**src/rtl/id_decode_stage.sv**
```systemverilog
// id_decode_stage: RV32I instruction decode feeding a registered two-entry skid buffer.
// The decode is purely combinational on the incoming word. Only the buffered bundle leaves the stage.
module id_decode_stage #(
  parameter int XLEN  = 32,
  parameter int DEPTH = 2
) (
  input  logic            clk,
  input  logic            rst,
  input  logic            in_valid,
  output logic            in_ready,
  input  logic [31:0]     in_instr,
  input  logic [XLEN-1:0] in_pc,
  input  logic            flush,
  output logic            out_valid,
  input  logic            out_ready,
  output logic [3:0]      out_alu_op,
  output logic [2:0]      out_f_op,
  output logic [XLEN-1:0] out_imm,
  output logic [4:0]      out_rs1,
  output logic [4:0]      out_rs2,
  output logic [4:0]      out_rd,
  output logic [1:0]      out_a_sel,
  output logic            out_b_sel,
  output logic            out_reg_we,
  output logic            out_mem_re,
  output logic            out_mem_we,
  output logic [2:0]      out_funct3,
  output logic            out_is_jal,
  output logic            out_is_jalr,
  output logic            out_is_branch,
  output logic            out_illegal,
  output logic [XLEN-1:0] out_pc
);

  if (XLEN != 32 || DEPTH != 2) begin : g_bad_params
    $error("id_decode_stage supports only XLEN=32 and DEPTH=2");
  end

  // ALU operation codes shared with the execute stage
  localparam logic [3:0] ALU_ADD  = 4'd0;
  localparam logic [3:0] ALU_SUB  = 4'd1;
  localparam logic [3:0] ALU_SLL  = 4'd2;
  localparam logic [3:0] ALU_SLT  = 4'd3;
  localparam logic [3:0] ALU_SLTU = 4'd4;
  localparam logic [3:0] ALU_XOR  = 4'd5;
  localparam logic [3:0] ALU_SRL  = 4'd6;
  localparam logic [3:0] ALU_SRA  = 4'd7;
  localparam logic [3:0] ALU_OR   = 4'd8;
  localparam logic [3:0] ALU_AND  = 4'd9;

  // Branch compare codes; F_NONE marks a non-branch
  localparam logic [2:0] F_NONE = 3'd0;
  localparam logic [2:0] F_BEQ  = 3'd1;
  localparam logic [2:0] F_BNE  = 3'd2;
  localparam logic [2:0] F_BLT  = 3'd3;
  localparam logic [2:0] F_BGE  = 3'd4;
  localparam logic [2:0] F_BLTU = 3'd5;
  localparam logic [2:0] F_BGEU = 3'd6;

  localparam logic [6:0] OPC_OP     = 7'b0110011;
  localparam logic [6:0] OPC_OP_IMM = 7'b0010011;
  localparam logic [6:0] OPC_LUI    = 7'b0110111;
  localparam logic [6:0] OPC_AUIPC  = 7'b0010111;
  localparam logic [6:0] OPC_LOAD   = 7'b0000011;
  localparam logic [6:0] OPC_STORE  = 7'b0100011;
  localparam logic [6:0] OPC_JAL    = 7'b1101111;
  localparam logic [6:0] OPC_JALR   = 7'b1100111;
  localparam logic [6:0] OPC_BRANCH = 7'b1100011;

  localparam logic [6:0] FUNCT7_ALT = 7'b0100000;

  typedef struct packed {
    logic [3:0]      alu_op;
    logic [2:0]      f_op;
    logic [XLEN-1:0] imm;
    logic [4:0]      rs1;
    logic [4:0]      rs2;
    logic [4:0]      rd;
    logic [1:0]      a_sel;
    logic            b_sel;
    logic            reg_we;
    logic            mem_re;
    logic            mem_we;
    logic [2:0]      funct3;
    logic            is_jal;
    logic            is_jalr;
    logic            is_branch;
    logic            illegal;
    logic [XLEN-1:0] pc;
  } bundle_t;

  typedef enum logic [1:0] {EMPTY, ONE, TWO} state_t;

  logic [6:0]      opcode;
  logic [2:0]      funct3;
  logic [6:0]      funct7;
  logic [4:0]      rs1_f;
  logic [4:0]      rs2_f;
  logic [4:0]      rd_f;
  logic [XLEN-1:0] imm_i;
  logic [XLEN-1:0] imm_s;
  logic [XLEN-1:0] imm_b;
  logic [XLEN-1:0] imm_u;
  logic [XLEN-1:0] imm_j;
  logic [XLEN-1:0] imm_shamt;
  logic [3:0]      base_op;
  logic            dec_bad;
  bundle_t         dec;

  state_t  state_q, state_d;
  logic    in_ready_q, in_ready_d;
  bundle_t head_q, head_d;
  bundle_t tail_q, tail_d;
  logic    accept;
  logic    send;

  assign opcode = in_instr[6:0];
  assign funct3 = in_instr[14:12];
  assign funct7 = in_instr[31:25];
  assign rs1_f  = in_instr[19:15];
  assign rs2_f  = in_instr[24:20];
  assign rd_f   = in_instr[11:7];

  // Every immediate takes its sign from instr[31]; shifts only ever use the 5-bit shamt,
  // so it is handed on zero-extended rather than carrying funct7 bits in the upper imm
  assign imm_i     = {{20{in_instr[31]}}, in_instr[31:20]};
  assign imm_s     = {{20{in_instr[31]}}, in_instr[31:25], in_instr[11:7]};
  assign imm_b     = {{19{in_instr[31]}}, in_instr[31], in_instr[7], in_instr[30:25], in_instr[11:8], 1'b0};
  assign imm_u     = {in_instr[31:12], 12'b0};
  assign imm_j     = {{11{in_instr[31]}}, in_instr[31], in_instr[19:12], in_instr[20], in_instr[30:21], 1'b0};
  assign imm_shamt = {27'b0, in_instr[24:20]};

  // ALU op implied by funct3 for the register and immediate arithmetic groups
  always_comb begin
    case (funct3)
      3'b000:  base_op = ALU_ADD;
      3'b001:  base_op = ALU_SLL;
      3'b010:  base_op = ALU_SLT;
      3'b011:  base_op = ALU_SLTU;
      3'b100:  base_op = ALU_XOR;
      3'b101:  base_op = ALU_SRL;
      3'b110:  base_op = ALU_OR;
      default: base_op = ALU_AND;
    endcase
  end

  // Full decode of the incoming word; an illegal word collapses to a harmless ADD bundle
  always_comb begin
    dec        = '0;
    dec_bad    = 1'b0;
    dec.pc     = in_pc;
    dec.funct3 = funct3;
    dec.alu_op = ALU_ADD;
    dec.f_op   = F_NONE;
    case (opcode)
      OPC_OP: begin
        dec.rs1    = rs1_f;
        dec.rs2    = rs2_f;
        dec.rd     = rd_f;
        dec.reg_we = 1'b1;
        dec.alu_op = base_op;
        if (funct7 == FUNCT7_ALT && funct3 == 3'b000) begin
          dec.alu_op = ALU_SUB;
        end else if (funct7 == FUNCT7_ALT && funct3 == 3'b101) begin
          dec.alu_op = ALU_SRA;
        end else if (funct7 != 7'b0) begin
          dec_bad = 1'b1;
        end
      end
      OPC_OP_IMM: begin
        dec.rs1    = rs1_f;
        dec.rd     = rd_f;
        dec.reg_we = 1'b1;
        dec.b_sel  = 1'b1;
        dec.imm    = imm_i;
        dec.alu_op = base_op;
        if (funct3 == 3'b001) begin
          dec.imm = imm_shamt;
          dec_bad = (funct7 != 7'b0);
        end else if (funct3 == 3'b101) begin
          dec.imm = imm_shamt;
          if (funct7 == FUNCT7_ALT) begin
            dec.alu_op = ALU_SRA;
          end else if (funct7 != 7'b0) begin
            dec_bad = 1'b1;
          end
        end
      end
      OPC_LUI: begin
        dec.rd     = rd_f;
        dec.reg_we = 1'b1;
        dec.a_sel  = 2'd2;
        dec.b_sel  = 1'b1;
        dec.imm    = imm_u;
      end
      OPC_AUIPC: begin
        dec.rd     = rd_f;
        dec.reg_we = 1'b1;
        dec.a_sel  = 2'd1;
        dec.b_sel  = 1'b1;
        dec.imm    = imm_u;
      end
      OPC_LOAD: begin
        dec.rs1    = rs1_f;
        dec.rd     = rd_f;
        dec.reg_we = 1'b1;
        dec.mem_re = 1'b1;
        dec.b_sel  = 1'b1;
        dec.imm    = imm_i;
      end
      OPC_STORE: begin
        dec.rs1    = rs1_f;
        dec.rs2    = rs2_f;
        dec.mem_we = 1'b1;
        dec.b_sel  = 1'b1;
        dec.imm    = imm_s;
      end
      OPC_JAL: begin
        dec.rd     = rd_f;
        dec.reg_we = 1'b1;
        dec.a_sel  = 2'd1;
        dec.b_sel  = 1'b1;
        dec.imm    = imm_j;
        dec.is_jal = 1'b1;
      end
      OPC_JALR: begin
        dec.rs1     = rs1_f;
        dec.rd      = rd_f;
        dec.reg_we  = 1'b1;
        dec.b_sel   = 1'b1;
        dec.imm     = imm_i;
        dec.is_jalr = 1'b1;
      end
      OPC_BRANCH: begin
        dec.rs1       = rs1_f;
        dec.rs2       = rs2_f;
        dec.alu_op    = ALU_SUB;
        dec.imm       = imm_b;
        dec.is_branch = 1'b1;
        case (funct3)
          3'b000:  dec.f_op = F_BEQ;
          3'b001:  dec.f_op = F_BNE;
          3'b100:  dec.f_op = F_BLT;
          3'b101:  dec.f_op = F_BGE;
          3'b110:  dec.f_op = F_BLTU;
          3'b111:  dec.f_op = F_BGEU;
          default: dec_bad  = 1'b1;
        endcase
      end
      default: dec_bad = 1'b1;
    endcase
    if (dec_bad) begin
      dec         = '0;
      dec.pc      = in_pc;
      dec.funct3  = funct3;
      dec.alu_op  = ALU_ADD;
      dec.f_op    = F_NONE;
      dec.illegal = 1'b1;
    end
  end

  // Occupancy state and the registered ready flag
  always_ff @(posedge clk or posedge rst) begin
    if (rst) begin
      state_q    <= EMPTY;
      in_ready_q <= 1'b1;
    end else begin
      state_q    <= state_d;
      in_ready_q <= in_ready_d;
    end
  end

  // Next occupancy; flush beats any simultaneous accept or send
  always_comb begin
    state_d = state_q;
    if (flush) begin
      state_d = EMPTY;
    end else begin
      case (state_q)
        EMPTY: if (accept) state_d = ONE;
        ONE: begin
          if (accept && !send) begin
            state_d = TWO;
          end else if (!accept && send) begin
            state_d = EMPTY;
          end
        end
        TWO:     if (send) state_d = ONE;
        default: state_d = EMPTY;
      endcase
    end
    in_ready_d = (state_d != TWO);
  end

  // Handshake qualifiers derived from the current occupancy
  always_comb begin
    out_valid = (state_q != EMPTY);
    in_ready  = in_ready_q;
    accept    = in_valid & in_ready_q;
    send      = out_valid & out_ready;
  end

  // Head always holds the oldest entry; tail only fills when the head is stuck
  always_comb begin
    head_d = head_q;
    tail_d = tail_q;
    if (!flush) begin
      case (state_q)
        EMPTY: if (accept) head_d = dec;
        ONE: begin
          if (accept && send) begin
            head_d = dec;
          end else if (accept) begin
            tail_d = dec;
          end
        end
        TWO:     if (send) head_d = tail_q;
        default: ;
      endcase
    end
  end

  // Entry storage, cleared on reset so the outputs read zero
  always_ff @(posedge clk or posedge rst) begin
    if (rst) begin
      head_q <= '0;
      tail_q <= '0;
    end else begin
      head_q <= head_d;
      tail_q <= tail_d;
    end
  end

  assign out_alu_op    = head_q.alu_op;
  assign out_f_op      = head_q.f_op;
  assign out_imm       = head_q.imm;
  assign out_rs1       = head_q.rs1;
  assign out_rs2       = head_q.rs2;
  assign out_rd        = head_q.rd;
  assign out_a_sel     = head_q.a_sel;
  assign out_b_sel     = head_q.b_sel;
  assign out_reg_we    = head_q.reg_we;
  assign out_mem_re    = head_q.mem_re;
  assign out_mem_we    = head_q.mem_we;
  assign out_funct3    = head_q.funct3;
  assign out_is_jal    = head_q.is_jal;
  assign out_is_jalr   = head_q.is_jalr;
  assign out_is_branch = head_q.is_branch;
  assign out_illegal   = head_q.illegal;
  assign out_pc        = head_q.pc;

endmodule
```
**config.mk**
```make
export PLATFORM = sky130hd
export DESIGN_NAME = id_decode_stage
export DESIGN_NICKNAME = d
export VERILOG_FILES = /design/src/rtl/id_decode_stage.sv
export SDC_FILE = /design/constraint.sdc
export NUM_CORES = 1
export LEC_CHECK = 0
export BUFFER_PORTS_ARGS = -buffer_cell sky130_fd_sc_hd__buf_2
export CELL_PAD_IN_SITES_DETAIL_PLACEMENT = 1
export CELL_PAD_IN_SITES_GLOBAL_PLACEMENT = 1
export CORE_ASPECT_RATIO = 1.75
export CORE_MARGIN = 4
export CORE_UTILIZATION = 40
export CTS_BUF_LIST = sky130_fd_sc_hd__clkbuf_8
export CTS_CLUSTER_DIAMETER = 150
export CTS_CLUSTER_SIZE = 8
export DETAILED_ROUTE_END_ITERATION = 8
export HOLD_SLACK_MARGIN = 0.03
export PLACE_DENSITY_LB_ADDON = 0.2
export SLEW_MARGIN = 20
export SYNTH_ARGS = -nofsm -noshare
export SYNTH_HDL_FRONTEND = slang
export SYNTH_SLANG_ARGS = --single-unit
```
**constraint.sdc**
```tcl
create_clock -name clk -period 5.9 [get_ports clk]
set_input_delay 0.885 -clock clk [delete_from_list [all_inputs] [get_ports clk]]
set_output_delay 0.885 -clock clk [all_outputs]
set_load 0.02 [all_outputs]
```
# Word-level counts from Yosys, hierarchy flattened
# Cells that the tools add are included.
word_totals:
  output_inout_bits: 101
  reg_bits: 201
  elab_cells: 128
  in_bits: 69
op_classes:
  reduce_logical: 23
  n_bitwise: 4
  n_eq_ne: 23
  n_mux: 42
ops:
  columns: ["cell", "n"]
  rows:
  - ["$mux W99", 4]
  - ["$pmux W99 S3", 1]
  - ["$pmux W32 S6", 1]
  - ["$mux W32", 2]
  - ["$eq A7 B6 Y1 const B", 4]
  - ["$pmux W4 S7", 1]
  - ["$eq A7 B7 Y1 const B", 3]
  - ["$mux W4", 5]
  - ["$pmux W3 S6", 1]
  - ["$reduce_or A6 Y1", 3]
  - ["$mux W5", 3]
  - ["$eq A7 B5 Y1 const B", 2]
  - ["$mux W1", 14]
  - ["$reduce_or A7 Y1", 2]
  - ["$eq A3 B3 Y1 const B", 4]
  - ["$pmux W4 S3", 1]
  - ["$mux W2", 5]
  - ["$ne A2 B2 Y1 const B", 4]
  - ["$eq A7 B2 Y1 const B", 1]
  - ["$reduce_bool A7 Y1", 1]
  - ["$eq A3 B2 Y1 const B", 2]
  - ["$pmux W2 S3", 1]
  - ["$reduce_or A2 Y1", 3]
  - ["$logic_and A1 B1 Y1", 5]
  - ["other kinds (16)", 19]

# Depth between registers and ports, before layout
depth:
  word_depth: 9
  mapped_depth: 9
  depth_no_buf: 6

# Worst setup path before layout
# No wires, ideal clock.
synth_timing:
  path_kind: "input port to flip-flop"
  startpoint: "in in_instr[25]"
  endpoint: "reg tail_q[72] in the netlist's numbering"
  arrival_time_ps: 2675
  n_path_buf: 2
  stages: 8
  setup_ps: 76
  path_slack_ps: 3149
  t_required_ps: 5824
  cell_sequence: "or4_4 > o21a_1 > or2_4 > a21o_1 > or2_1 > buf_6 > buf_12 > o21ai_2"
synth_between:
  elab_chain_cells: 7
  elab_cells_between_ends: 12
  classes_between: "eq/ne (1); mux (8); reduce/logical (3)"
synth_rtl:
  columns: ["element", "line_no", "source"]
  rows:
  - ["from (decl)", "11", "input logic [31:0] in_instr,"]
  - ["$reduce_bool A7 Y1", "166, 179, 184", null]
  - ["$mux W1", "166, 184", null]
  - ["$mux W1", "182", "if (funct7 == FUNCT7_ALT) begin"]
  - ["$mux W1", "180", "end else if (funct3 == 3'b101) begin"]
  - ["$mux W1", "177", "if (funct3 == 3'b001) begin"]
  - ["$pmux W1 S4 *", "155", "case (opcode)"]
  - ["$mux W99 *", "252", "if (dec_bad) begin"]
  - ["to (signal assigned)", "330", "tail_q <= tail_d;"]
  - ["to (decl)", "113", "bundle_t tail_q, tail_d;"]
# Every way passes the cells marked *; elsewhere a longest branch is shown, timed or not.
# A chain may end at the register's enable or synchronous reset.

# Worst setup path after layout
layout_timing:
  startpoint: "in in_instr[3]"
  endpoint: "reg tail_q[69] in the netlist's numbering"
layout_between:
  elab_chain_cells: 4
  elab_cells_between_ends: 15
  classes_between: "eq/ne (9); mux (3); reduce/logical (3)"
layout_rtl:
  columns: ["element", "line_no"]
  rows:
  - ["$eq A7 B7 Y1 (tied with other cells)", "155"]
  - ["$reduce_or A6 Y1 (no line) or $reduce_or A2 Y1 (tied branches)", null]
  - ["$pmux W1 S4 or $pmux W32 S6 (tied branches)", "155"]
  - ["$mux W99 *", "252"]
# Marks and branches as above.

==> metrics.md <==
| Metric | Value |
|---|---|
| Status | finished clean |
| Row cnt | 72 |
| Max-slew violations | 0 |
| RR Endpoint | out_pc[0]$_DFFE_PP0P_ |
| GR Overflow Total | 0 |
| Max Cap Viol | 0 |
| Syn Nets | a little under 1,000 |
| R2R Path Start | state_q[1]$_DFF_PP0_ |
| P_sw | roughly 900 µW |
| Via count | 7,431 |
| Crit path time final | between 3 and 4 ns |
| Vias/cell | about 5.4 |
| Post-synth EDFFs | 0 |
| Internal power | between 2 and 2.5 mW |
| Gpl congestion | approximately 0.84 |
| Final antenna-violating net count | 0 |
| Setup violators final | 0 |
| Switching share of power | a little under 30% |
| Die Width | 122 µm |
| Most frequent cells in the layout | dfrtp_1, buf_2, nand2_1, a21oi_1, nor2_1 |
| Router iterations before antenna repair | 5 |
| Number of global-route vias before repair | approximately 7,900 |
| CTS H-tree depth | 1 |
| Synth area leader | dfrtp_1 |
| Port Buffers | between 150 and 200 |
| Power share of the clock group | 31.2% |
| TritonCTS buffer count | 29 |
| Clock Skew | ~0.030 ns |
| Cell variety after synth | 55 |
| Hold_ws | roughly 0.38 ns |
| Fin nets | 1,130 |
| First-pass GRT wire length | approximately 44,000 µm |
| Hpwl dp | ~19,000 µm |
| Initial core utilization | 41.0% |
| Unrepaired setup endpoints after global routing | no |
| Post-CTS resize count | 0 |
| Largest net degree at the start of global routing | about 180 |
| Final instance area | between 10,000 and 15,000 µm² |
| Worst Max-Slew Pin Slew | roughly 1.0 ns |
| Layout cells sized above 1 | 28.1% |
| Crit path arrival time | between 3 and 4 ns |
| Worst-path fanout max | 31 |
| Postcts setup bufs | 0 |
| CTS sink cnt | approximately 200 |
| Gate power share | between 15 and 20% |
| CTS tree | yes |
| Fmax | about 310 MHz |
| Die area | roughly 25,000 µm² |
| Hold crit path type | in -> async |
| Sequential Power Share | a little over half |
| Max Root-Sink Buffers | 3 |
| Fin. Hold Viols | 0 |
| Setup TNS | 0 ns |
| Critical path class | in -> reg |
| Fraction of registers with async set/reset | 100% |
| Dpl cell area | 10,100 µm² |
| Gr usage total | 21.8% |
| Syn avg cell area | 9.87 µm² |
| Total Power | around 3 mW |
| Clock Latency Late Sink | between 0.5 and 0.6 ns |
| Synthesized instance count | 925 |
| Synth area leaders | dfrtp_1, nand2_1, a21oi_1 |
| Layout area overhead | 15.7% |
| Worst Path Buf+Inv | 2 |
| Synth top area share | 54.8% |
| Yosys reg bits | 201 |
| Remaining DRCs | 0 |
| WP data required | about 6.3 ns |
| Period utilization | a little over half |
| Highest cell delay on the worst timing path | slightly below 0.8 ns |
| Crit. End Element | flip-flop |
| Post-Route WL | approximately 28,000 µm |
| Drt initial violations | 334 |
| Io pins | 170 |
| Crit-path cells | buf_2 > nor2_1 > nand2_1 > a211oi_1 > a21o_1 > or2_2 > buf_4 > o21ai_2 |
| Final WS setup | 2.71 ns |
| Root Buffer | clkbuf_8 |
| Sequential area share after synthesis | between 50% and 60% |
| CP top delay family | simple AND/OR/NAND/NOR gates |
| Hold Buf Count CTS | 0 |
| Power per cell area | 290 nW/µm² |
| Antenna violations before repair | 1 |
| Top FF cell, synth | dfrtp_1 |
| Worst vdd ir | 0.000227 V |
| Ys Warns | 0 |
| WL per Instance | about 20 µm |
| Rel. slew slack | between 30 and 40% |
| Cells on worst reg2reg path | 5 |
| Most common cell after layout, fill and taps aside | dfrtp_1 |
| Placeable Area | 22,300 µm² |
| Die Y | between 200 and 250 µm |
| Mapped Area | just over 9000 µm² |
| R2R setup slack | 3.13 ns |
| Setup Slack @ Placement | about 2.1 ns |
| Clk slew on worst S/H paths | about 0.06 ns |
| Slowest CP cell | or2_2 |
| Leakage power | approximately 5.0 nW |
| Crit path launch type | input pin |
==> power by group through the flow <==
stage / clock, mW / sequential (mW) / combinational (mW)
finish: 0.954 / 1.60 / 0.503
global route: 1.05 / 1.62 / 0.560
CTS: 0.993 / 1.60 / 0.514
detailed placement: 0 / 1.63 / 0.514
global placement: 0 / 1.62 / 0.503
floorplan: 0 / 1.71 / 0.239
==> layer usage <==
| metal | track usage (%) | up-vias | wire, µm | share of wire (%) |
|---|---|---|---|---|
| met5 | 0 | - | 0 | 0 |
| li1 | - | 3549 | - | - |
| met3 | 2.92 | 48 | 1180 | 4.3 |
| met2 | 38.3 | 188 | 14600 | 53 |
| met1 | 27.2 | 3646 | 11000 | 40 |
| met4 | 7.54 | 0 | 916 | 3.3 |
==> registers in the layout (all words and copies together) (netlist names) <==
signal and flops:
out_b_sel 1, out_funct3 3, tail_q 99, out_rs1 5, state_q 2, out_alu_op 4
out_is_branch 1, out_reg_we 1, out_imm 32, out_mem_re 1, out_is_jalr 1, out_pc 32
out_rd 5, out_illegal 1, out_a_sel 2, in_ready 1, out_f_op 3, out_rs2 5
out_is_jal 1, out_mem_we 1
==> worst reg2reg max path, stage by stage (launching register included) <==
cell and delay (ns):
dfrtp_1 0.45, nor2b_4 0.53, nand2_1 0.21, a21oi_4 0.51, buf_4 0.68, a31oi_1 0.24
==> synthesized netlist by cell type (all sizes together) (3+ instances only) <==
cell / count
a21o: 4
a21oi: 96
a221o: 6
a22oi: 5
a31oi: 39
a32o: 6
and3: 43
buf: 15
clkbuf: 60
dfrtp: 200
inv: 7
mux2: 37
nand2: 166
nand2b: 4
nand3: 9
nand4: 3
nor2: 67
nor2b: 5
nor3: 3
nor4: 3
o21ai: 75
o22ai: 9
o31ai: 26
o41ai: 3
or2: 3
or3: 4
==> worst max-delay path by stage <==
stage,start,end,slack [ns],cells past startpoint
finish,in_instr[3],tail_q[69]$_DFFE_PP0P_,2.71,8
floorplan,rst,out_a_sel[0]$_DFFE_PP0P_,2.41,1
CTS,in_instr[3],tail_q[69]$_DFFE_PP0P_,2.72,8
global placement,in_instr[3],tail_q[67]$_DFFE_PP0P_,2.16,8
detailed placement,in_instr[3],tail_q[69]$_DFFE_PP0P_,2.14,8
global route,in_instr[3],tail_q[52]$_DFFE_PP0P_,2.36,8
==> stage by stage <==
step | utilization (%) | cells
6_report | 47.5 | 1368
4_1_cts | 47.4 | 1367
3_3_place_gp | 45.4 | 1326
2_1_floorplan | - | 925
3_5_place_dp | 45.4 | 1326
5_1_grt | 47.5 | 1368
==> kinds of logic (layout without fill, tap and decap cells) <==
family                    after synthesis  in the layout  share of synthesized area [%]
AOI/OAI and AO/OA                     284            284                           20.2
xor gates and xnor gates                1              1                         0.0959
buffers and inverters                  82            228                           4.29
DFF                                   201            201                           55.1
muxes                                  39             39                           4.78
other                                   0              1                              0
and+or+nand+nor                       318            318                           15.5
==> layout make-up <==
class                   count  area (µm²)
clock buffers              29         399
multi-input cells         642        3730
inverters                   7        30.0
fillers                  2611       11700
flip-flops and latches    201        5030
diodes                      1        2.50
well taps                 296         370
repair buffers            180         941
clock inverters            12        50.0
(Power assumes the default switching activity.)
